[src/rtl/pd_seq_pkg.sv]
// Shared types for the power-domain sequencer: internal FSM states, the
// 3-bit state code driven on pd_state, and a counter-width helper.
package pd_seq_pkg;

  typedef enum logic [3:0] {
    ST_RUN,
    ST_ISO_ON,
    ST_SAVE,
    ST_PSW_OFF,
    ST_OFF,
    ST_PSW_ON,
    ST_RESTORE,
    ST_ISO_OFF,
    ST_ERR
  } state_e;

  // Nine states share eight codes: SAVE and RESTORE both report PD_RETN and
  // are told apart by the save/restore pulses themselves.
  typedef enum logic [2:0] {
    PD_RUN     = 3'd0,
    PD_ISO_ON  = 3'd1,
    PD_RETN    = 3'd2,
    PD_PSW_OFF = 3'd3,
    PD_OFF     = 3'd4,
    PD_PSW_ON  = 3'd5,
    PD_ISO_OFF = 3'd6,
    PD_ERR     = 3'd7
  } pd_code_e;

  // Bits needed to count 0..v-1; never less than one bit.
  function automatic int clog2(input int v);
    int r;
    r = 0;
    while ((1 << r) < v) r++;
    return (r == 0) ? 1 : r;
  endfunction

  function automatic pd_code_e pd_code(input state_e s);
    case (s)
      ST_RUN:     return PD_RUN;
      ST_ISO_ON:  return PD_ISO_ON;
      ST_SAVE:    return PD_RETN;
      ST_PSW_OFF: return PD_PSW_OFF;
      ST_OFF:     return PD_OFF;
      ST_PSW_ON:  return PD_PSW_ON;
      ST_RESTORE: return PD_RETN;
      ST_ISO_OFF: return PD_ISO_OFF;
      ST_ERR:     return PD_ERR;
      default:    return PD_OFF;
    endcase
  endfunction

endpackage

[src/rtl/iso_clamp_lane.sv]
// One isolation lane: registers either the shutdown-domain data or the clamp
// value toward the always-on side.
module iso_clamp_lane #(
  parameter int              SIZE      = 4,
  parameter logic [SIZE-1:0] CLAMP_VAL = '0
) (
  input  logic            clock_i,
  input  logic            rst_ni,
  input  logic            iso_i,
  input  logic [SIZE-1:0] d_i,
  output logic [SIZE-1:0] y_o
);

  logic [SIZE-1:0] y_q;
  logic [SIZE-1:0] y_d;

  assign y_d = iso_i ? CLAMP_VAL : d_i;

  always_ff @(posedge clock_i or negedge rst_ni) begin
    if (!rst_ni) y_q <= CLAMP_VAL;
    else         y_q <= y_d;
  end

  assign y_o = y_q;

endmodule

[src/rtl/pd_iso_sequencer.sv]
// Power-down/up sequencer for one switchable domain: staggered isolation,
// retention pulses, power-switch handshake with timeout, clamped output lanes.
module pd_iso_sequencer
  import pd_seq_pkg::*;
#(
  parameter int              SIZE        = 4,
  parameter int              NUM_CH      = 4,
  parameter int              ISO_STEP    = 2,
  parameter int              PSW_TIMEOUT = 255,
  parameter logic [SIZE-1:0] CLAMP_VAL   = '0
) (
  input  logic                   clock,
  input  logic                   reset,
  input  logic                   pwr_down_req,
  input  logic                   err_clr,
  input  logic                   psw_ack,
  input  logic [NUM_CH*SIZE-1:0] sh_data,
  output logic [NUM_CH*SIZE-1:0] y,
  output logic [NUM_CH-1:0]      iso_en,
  output logic                   psw_en,
  output logic                   save,
  output logic                   restore,
  output logic                   busy,
  output logic                   err,
  output logic [2:0]             pd_state
);

  localparam int STEP_LAST = (NUM_CH - 1) * ISO_STEP;
  localparam int STEP_W    = clog2(STEP_LAST + 1);
  localparam int TMO_W     = clog2(PSW_TIMEOUT + 1);

  localparam logic [STEP_W-1:0] STEP_END = STEP_W'(STEP_LAST);
  localparam logic [TMO_W-1:0]  TMO_MAX  = TMO_W'(PSW_TIMEOUT);
  localparam logic [TMO_W-1:0]  TMO_LAST = TMO_W'(PSW_TIMEOUT - 1);

  state_e              state_q, state_d;
  logic [NUM_CH-1:0]   iso_en_q, iso_en_d;
  logic [STEP_W-1:0]   step_q, step_d;
  logic [TMO_W-1:0]    tmo_q, tmo_d, tmo_inc;
  logic                psw_en_q, save_q, restore_q, busy_q, err_q;
  pd_code_e            pd_state_q;

  assign tmo_inc = (tmo_q == TMO_MAX) ? tmo_q : tmo_q + 1'b1;

  always_comb begin
    state_d  = state_q;
    iso_en_d = iso_en_q;
    step_d   = '0;
    tmo_d    = '0;
    case (state_q)
      ST_RUN: begin
        iso_en_d = '0;
        if (pwr_down_req) begin
          state_d     = ST_ISO_ON;
          iso_en_d[0] = 1'b1;
        end
      end
      ST_ISO_ON: begin
        step_d = step_q + 1'b1;
        for (int k = 0; k < NUM_CH; k++)
          if (int'(step_q) + 1 == k * ISO_STEP) iso_en_d[k] = 1'b1;
        if (step_q == STEP_END) state_d = ST_SAVE;
      end
      ST_SAVE: state_d = ST_PSW_OFF;
      ST_PSW_OFF: begin
        tmo_d = tmo_inc;
        if (!psw_ack)              state_d = ST_OFF;
        else if (tmo_q == TMO_LAST) state_d = ST_ERR;
      end
      ST_OFF: begin
        iso_en_d = '1;
        if (!pwr_down_req) state_d = ST_PSW_ON;
      end
      ST_PSW_ON: begin
        tmo_d = tmo_inc;
        if (psw_ack)               state_d = ST_RESTORE;
        else if (tmo_q == TMO_LAST) state_d = ST_ERR;
      end
      ST_RESTORE: begin
        state_d              = ST_ISO_OFF;
        iso_en_d[NUM_CH-1]   = 1'b0;
      end
      ST_ISO_OFF: begin
        step_d = step_q + 1'b1;
        for (int k = 0; k < NUM_CH; k++)
          if (int'(step_q) + 1 == (NUM_CH - 1 - k) * ISO_STEP) iso_en_d[k] = 1'b0;
        if (step_q == STEP_END) state_d = ST_RUN;
      end
      ST_ERR: begin
        iso_en_d = '1;
        if (err_clr) state_d = ST_OFF;
      end
      default: begin
        state_d  = ST_OFF;
        iso_en_d = '1;
      end
    endcase
    // Both counters restart from zero in whichever state comes next.
    if (state_d != state_q) begin
      step_d = '0;
      tmo_d  = '0;
    end
  end

  always_ff @(posedge clock or negedge reset) begin
    if (!reset) begin
      state_q    <= ST_OFF;
      iso_en_q   <= '1;
      step_q     <= '0;
      tmo_q      <= '0;
      psw_en_q   <= 1'b0;
      save_q     <= 1'b0;
      restore_q  <= 1'b0;
      busy_q     <= 1'b0;
      err_q      <= 1'b0;
      pd_state_q <= PD_OFF;
    end else begin
      state_q    <= state_d;
      iso_en_q   <= iso_en_d;
      step_q     <= step_d;
      tmo_q      <= tmo_d;
      psw_en_q   <= !(state_d inside {ST_PSW_OFF, ST_OFF, ST_ERR});
      save_q     <= (state_d == ST_SAVE);
      restore_q  <= (state_d == ST_RESTORE);
      busy_q     <= !(state_d inside {ST_RUN, ST_OFF, ST_ERR});
      err_q      <= (state_d == ST_ERR);
      pd_state_q <= pd_code(state_d);
    end
  end

  for (genvar gi = 0; gi < NUM_CH; gi++) begin : g_lane
    iso_clamp_lane #(
      .SIZE      (SIZE),
      .CLAMP_VAL (CLAMP_VAL)
    ) u_lane (
      .clock_i (clock),
      .rst_ni  (reset),
      .iso_i   (iso_en_q[gi]),
      .d_i     (sh_data[gi*SIZE +: SIZE]),
      .y_o     (y[gi*SIZE +: SIZE])
    );
  end

  assign iso_en   = iso_en_q;
  assign psw_en   = psw_en_q;
  assign save     = save_q;
  assign restore  = restore_q;
  assign busy     = busy_q;
  assign err      = err_q;
  assign pd_state = pd_state_q;

endmodule

[config.mk]
export PLATFORM = sky130hd
export DESIGN_NAME = pd_iso_sequencer
export DESIGN_NICKNAME = d
export VERILOG_FILES = /design/src/rtl/pd_seq_pkg.sv /design/src/rtl/iso_clamp_lane.sv /design/src/rtl/pd_iso_sequencer.sv
export SDC_FILE = /design/constraint.sdc
export NUM_CORES = 1
export LEC_CHECK = 0
export BUFFER_PORTS_ARGS = -buffer_cell sky130_fd_sc_hd__buf_4
export CAP_MARGIN = 30
export CORE_MARGIN = 2
export CORE_UTILIZATION = 30
export DETAILED_ROUTE_END_ITERATION = 8
export GPL_ROUTABILITY_DRIVEN = 1
export PLACE_DENSITY = 0.61
export SLEW_MARGIN = 20
export SYNTH_ARGS = -nofsm -noshare
export SYNTH_HDL_FRONTEND = slang
export SYNTH_SLANG_ARGS = --single-unit
[constraint.sdc]
create_clock -name clock -period 3.2 [get_ports clock]
set_input_delay 0.48 -clock clock [delete_from_list [all_inputs] [get_ports clock]]
set_output_delay 0.48 -clock clock [all_outputs]
set_load 0.01 [all_outputs]
# Yosys cells after proc, flatten, opt, wreduce, memory -nomap -nowiden
# Memory sizes are Yosys's and may differ from the RTL's. A register that Yosys moved wholly into a read port is not among the register bits.
# Index checks and enable logic that the tools add are counted.
# totals
reg_bits	40
latchBits	0
ramBits	0
rom_bits	48
output_inout_bits	28
word_cells	97
mem_count	1
# op_classes
n_addsub	3
n_mul	0
div	0
magnitude_cmp	0
n_eq_ne	29
shifts	0
mux	29
bitwise_logic	2
n_reduce_logical	17
# memory_table
name	words	width	rd	rd_clocked_by_memory_dff	write_ports	line_no	rtl
(no name shown)	16	3	1	1	0	pd_seq_pkg.sv:39	case (s)
# ops
cell	n
$eq A32 B4 Y1 const B	2
$mux W4	12
$pmux W4 S9	1
$eq A32 B3 Y1 const B	1
$logic_not A32 Y1	1
$eq A4 B3 Y1 const B	6
$mux W8	3
$eq A4 B2 Y1 const B	4
$eq A8 B8 Y1 const B	2
$ne A2 B2 Y1 const B	8
$pmux W3 S4	1
$reduce_and A3 Y1	4
$mux W1	9
$add A8 B1 Y8 const B	1
$eq A4 B4 Y1 const B	2
$logic_not A4 Y1	2
$mux W3	2
$reduce_bool A3 Y1	2
$reduce_or A2 Y1	3
$add A3 B1 Y4 const B	1
$eq A4 B1 Y1 const B	1
$ne A4 B4 Y1	1
$pmux W1 S4	1
$reduce_or A4 Y1	1
6 further kinds	9

# Depth between registers and ports, before layout
# depth
word_depth	7
ltp_mapped	8
mapped_depth_nobuf	8

# By module
# A second synthesis with hierarchy kept.
# unflattened
hier_cells	187
area_unflattened_um2	2054.5
# by_module_without_submodules
mod	instances	cells_per_inst	area_per_inst_um2	seq_area_each_um2
pd_iso_sequencer	1	155	1554.0	683.2
iso_clamp_lane	4	8	125.1	100.1

# Worst setup path after synthesis
# Ideal clock, no wire load.
# synth_timing
path_kind	register to register
from	register state_q[2]
to	register psw_en_q (netlist: psw_en)
setup_ns	0.125
arrival_ns	1.601
t_required_ns	3.075
slack_ns	1.474
stages_incl_launch_ff	6
period_less_slack_ns	1.726
path_cell_list	dfstp_2 -> or3b_4 -> a21oi_4 -> a32o_2 -> nor2_2 -> mux2_4
# synth_via
word_cells_on_any_way	23
cone_classes	11 x eq/ne; 9 x mux; 3 x reduce/logical
# synth_rtl
element	line_no	rtl
start, declared	pd_iso_sequencer.sv:36	state_e state_q, state_d;
start signal, assigned	pd_iso_sequencer.sv:118	state_q <= state_d;
$eq A4 B4 Y1, or another cell as far along	pd_iso_sequencer.sv:50	case (state_q)
$pmux W4 S9 *	pd_iso_sequencer.sv:50	
net state_d[3]	pd_iso_sequencer.sv:36	
$eq A4 B2 Y1, or another cell as far along	pd_iso_sequencer.sv:122	psw_en_q <= !(state_d inside {ST_PSW_OFF, ST_OFF, ST_ERR});
$reduce_bool A3 Y1 *	pd_iso_sequencer.sv:122	
$logic_not A1 Y1 *	pd_iso_sequencer.sv:122	
end signal, assigned	pd_iso_sequencer.sv:122	
end, declared	pd_iso_sequencer.sv:40	logic psw_en_q, save_q, restore_q, busy_q, err_q;
# The timed path passes the listed nets; every way through them passes the cells marked *.
# A chain may end at the register's enable or synchronous reset.

# Worst setup path in the final report
# Same ends and word-level chain as after synthesis.

==> results.cfg <==
[run_status]
status = complete, no violations

[cts]
clock_path_buffers = 2
ctsHtreeMaxLevel = 2
clk_latency_ns = 0.29
numCtsBuffers = 5
cts.clk_slew.worst_paths_ns = 0.08
post_cts.repair.setup_buffers = 0
cts_resized = 0
cts_tree = done
hold_buffers = 0
cts-root-buf = clkbuf_8
cts_sinks = 43

[final_layout]
fin_cells = 338
antenna_cells = 0
fin_util_pct = 38.4
nFillCells = 687
final_nets = 268
areaGrowthSynthToFinish_pct = 23.8
drive_gt1_share_pct = 31.0

[worst_hold_path]
hp-class = input port to async pin

[placed_design]
routabilityCongestion = 0.838
place_inst = 330
dp_hpwl_um = 2930
portBuffers = 48

[timing]
worst_pin_slew_ns = 0.738
finClkSkew_ns = 0.00631
timing.fmax_mhz = 485
setup_viol = 0
fin_setup_tns_ns = 0
fin_crit_sh_pct = 64.4
min_period_ns = 2.06
hold_violations = 0
rsz0062_at_grt = false
drv_slew = 0
slew_headroom_pct = 50.8

[logic_synthesis]
postSynthCellCount = 198
yosysSeqAreaShare_pct = 51.5
netlist_area_mm2 = 0.00210
synth_seq_cells = 43
synth_area_per_cell_um2 = 10.6
synth_flop_cell = dfrtp_1
ys_warn_count = 0
async_flop_share_pct = 100
syn-num-nets = 225
synth_edf_count = 0
yosys.cell_types.count = 54

[critical_path]
required_ns = 3.38
critPathCaptureType = register
ff2ff_setup_slack_ns = 1.14
criticalPathCategory = register to register
worstPathMaxFanout = 23
start_kind = register
arrival_ns = 2.24

[detailed_routing]
num_vias = 1556
drc = 0
drt_iter0_markers = 54
route.detailed.wl_per_inst_um = 12.2
routed_wl_um = 4140
drtAntennaViolNets = 0
first_pass_iters = 4
viasPerCell = 4.60

[die]
die_h_um = 87.8
initial_utilization_pct = 31.0
io_pins = 49
die-width_um = 87.8
die-area_mm2 = 0.00770
coreArea_mm2 = 0.00679
rows = 30

[grt]
grt.overflow.total = 0
grt_max_degree = 44
grt_pass1_vias = 1507
antenna_found_initial = 0
track_usage_pct = 11.5
grt_pass1_wl_um = 6960

[power]
peakVddDrop_mv = 0.248
powerDensity_mw_per_mm2 = 754
power_mw = 1.96
p_leak_nw = 1.18

[flow_run]
max_cap_viol_count = 0
per-layer routing:
layer,global-route usage [%],up-vias,share of wire [%]
met5,0,-,0
met4,4.48,0,2.2
met3,3.49,11,7.2
met2,17.8,52,45
met1,15.1,725,46
li1,-,768,-
cell usage in the layout, fill, tap and decap left out, drive strengths merged, types with 2 or more instances in the layout:
master | synthesis | layout
buf | 10 | 49
dfrtp | 37 | 37
nor2 | 17 | 17
nor2b | 16 | 16
nand3 | 12 | 12
a21oi | 10 | 10
nand2 | 8 | 8
inv | 7 | 7
ha | 6 | 6
dfstp | 6 | 6
clkbuf | 3 | 6
xnor2 | 5 | 5
o21ai | 5 | 5
nand2b | 4 | 4
nand3b | 4 | 4
and3 | 4 | 4
a21bo | 3 | 3
a21o | 3 | 3
or2 | 3 | 3
nor3 | 3 | 3
mux2 | 3 | 3
or3 | 2 | 2
o211ai | 2 | 2
mux2i | 2 | 2
xor2 | 2 | 2
a32o | 2 | 2
a21boi | 2 | 2
synth_stat cells (3+ instances only):
master | count | area (um2)
nor2b_1 | 16 | 100
nand2b_1 | 4 | 25.0
a21oi_1 | 9 | 45.0
and3_1 | 4 | 25.0
nand2_1 | 7 | 26.3
o21ai_0 | 4 | 20.0
a21bo_2 | 3 | 30.0
inv_1 | 7 | 26.3
nor2_1 | 16 | 60.1
ha_1 | 6 | 75.1
buf_4 | 4 | 30.0
buf_2 | 6 | 30.0
a21o_1 | 3 | 22.5
dfstp_2 | 6 | 158
xnor2_1 | 5 | 43.8
nand3_1 | 12 | 60.1
clkbuf_1 | 3 | 11.3
dfrtp_1 | 37 | 926
nand3b_1 | 4 | 30.0
registers in the layout (all words and copies together), names as in the netlist:
name / count
state_q: 4
pd_state: 3
err: 1
iso_en: 4
step_q: 3
g_lane.u_lane.y_o: 16
psw_en: 1
restore: 1
tmo_q: 8
busy: 1
save: 1
path summary, 6_finish.rpt:
path                       depth (start not counted)                 endpoint         from
min in group clock                                 2  g_lane[2].u_lane.y_o[3]  sh_data[11]
hold / removal                                     1                 tmo_q[6]        reset
setup / recovery                                   5                   psw_en   state_q[2]
max in group asynchronous                          1               state_q[2]        reset
setup reg to reg                                   5                   psw_en   state_q[2]
hold reg to reg                                    1  g_lane[2].u_lane.y_o[3]    iso_en[2]
cells by family (layout without fill, tap and decap cells):
family	after synthesis	after routing	synth area share (%)
mux	5	5	2.73
xor+xnor	7	7	2.91
buf+inv	20	64	4.64
flops	43	43	51.5
compound gates	38	38	13.8
fa+ha+maj	6	6	3.57
simple gates	79	79	20.9
critical path: stages (launching register included):
cell	delay [ns]
dfstp_2	0.75
or3b_4	0.44
a21oi_4	0.20
a32o_2	0.20
nor2_2	0.06
mux2_4	0.30
layout make-up:
type	instances	area [um2]	share of cell area (%)
flip-flops and latches	43	1080	41.6
multi-input cells	135	923	35.4
repair buffers	49	368	14.1
well taps	96	120	4.61
clock buffers	6	72.6	2.78
inverters	7	26.3	1.01
clock inverters	2	12.5	0.480
power breakdown:
| group | leakage (nW) | switching (mW) | internal, mW |
|---|---|---|---|
| Sequential | 0.551 | 0.179 | 0.702 |
| Clock | 0.0412 | 0.181 | 0.153 |
| Combinational | 0.586 | 0.358 | 0.393 |
| Total | 1.18 | 0.718 | 1.25 |
metrics by stage:
step | hold slack, ns | area, um2 | setup slack [ns]
3_5_place_dp | 0.504 | 2520 | 1.16
2_1_floorplan | 0.184 | 2100 | 1.47
3_3_place_gp | 0.498 | 2520 | 1.19
5_1_grt | 0.206 | 2610 | 1.04
4_1_cts | 0.183 | 2610 | 1.14
6_report | 0.167 | 2610 | 1.14
(Power assumes the default switching activity.)
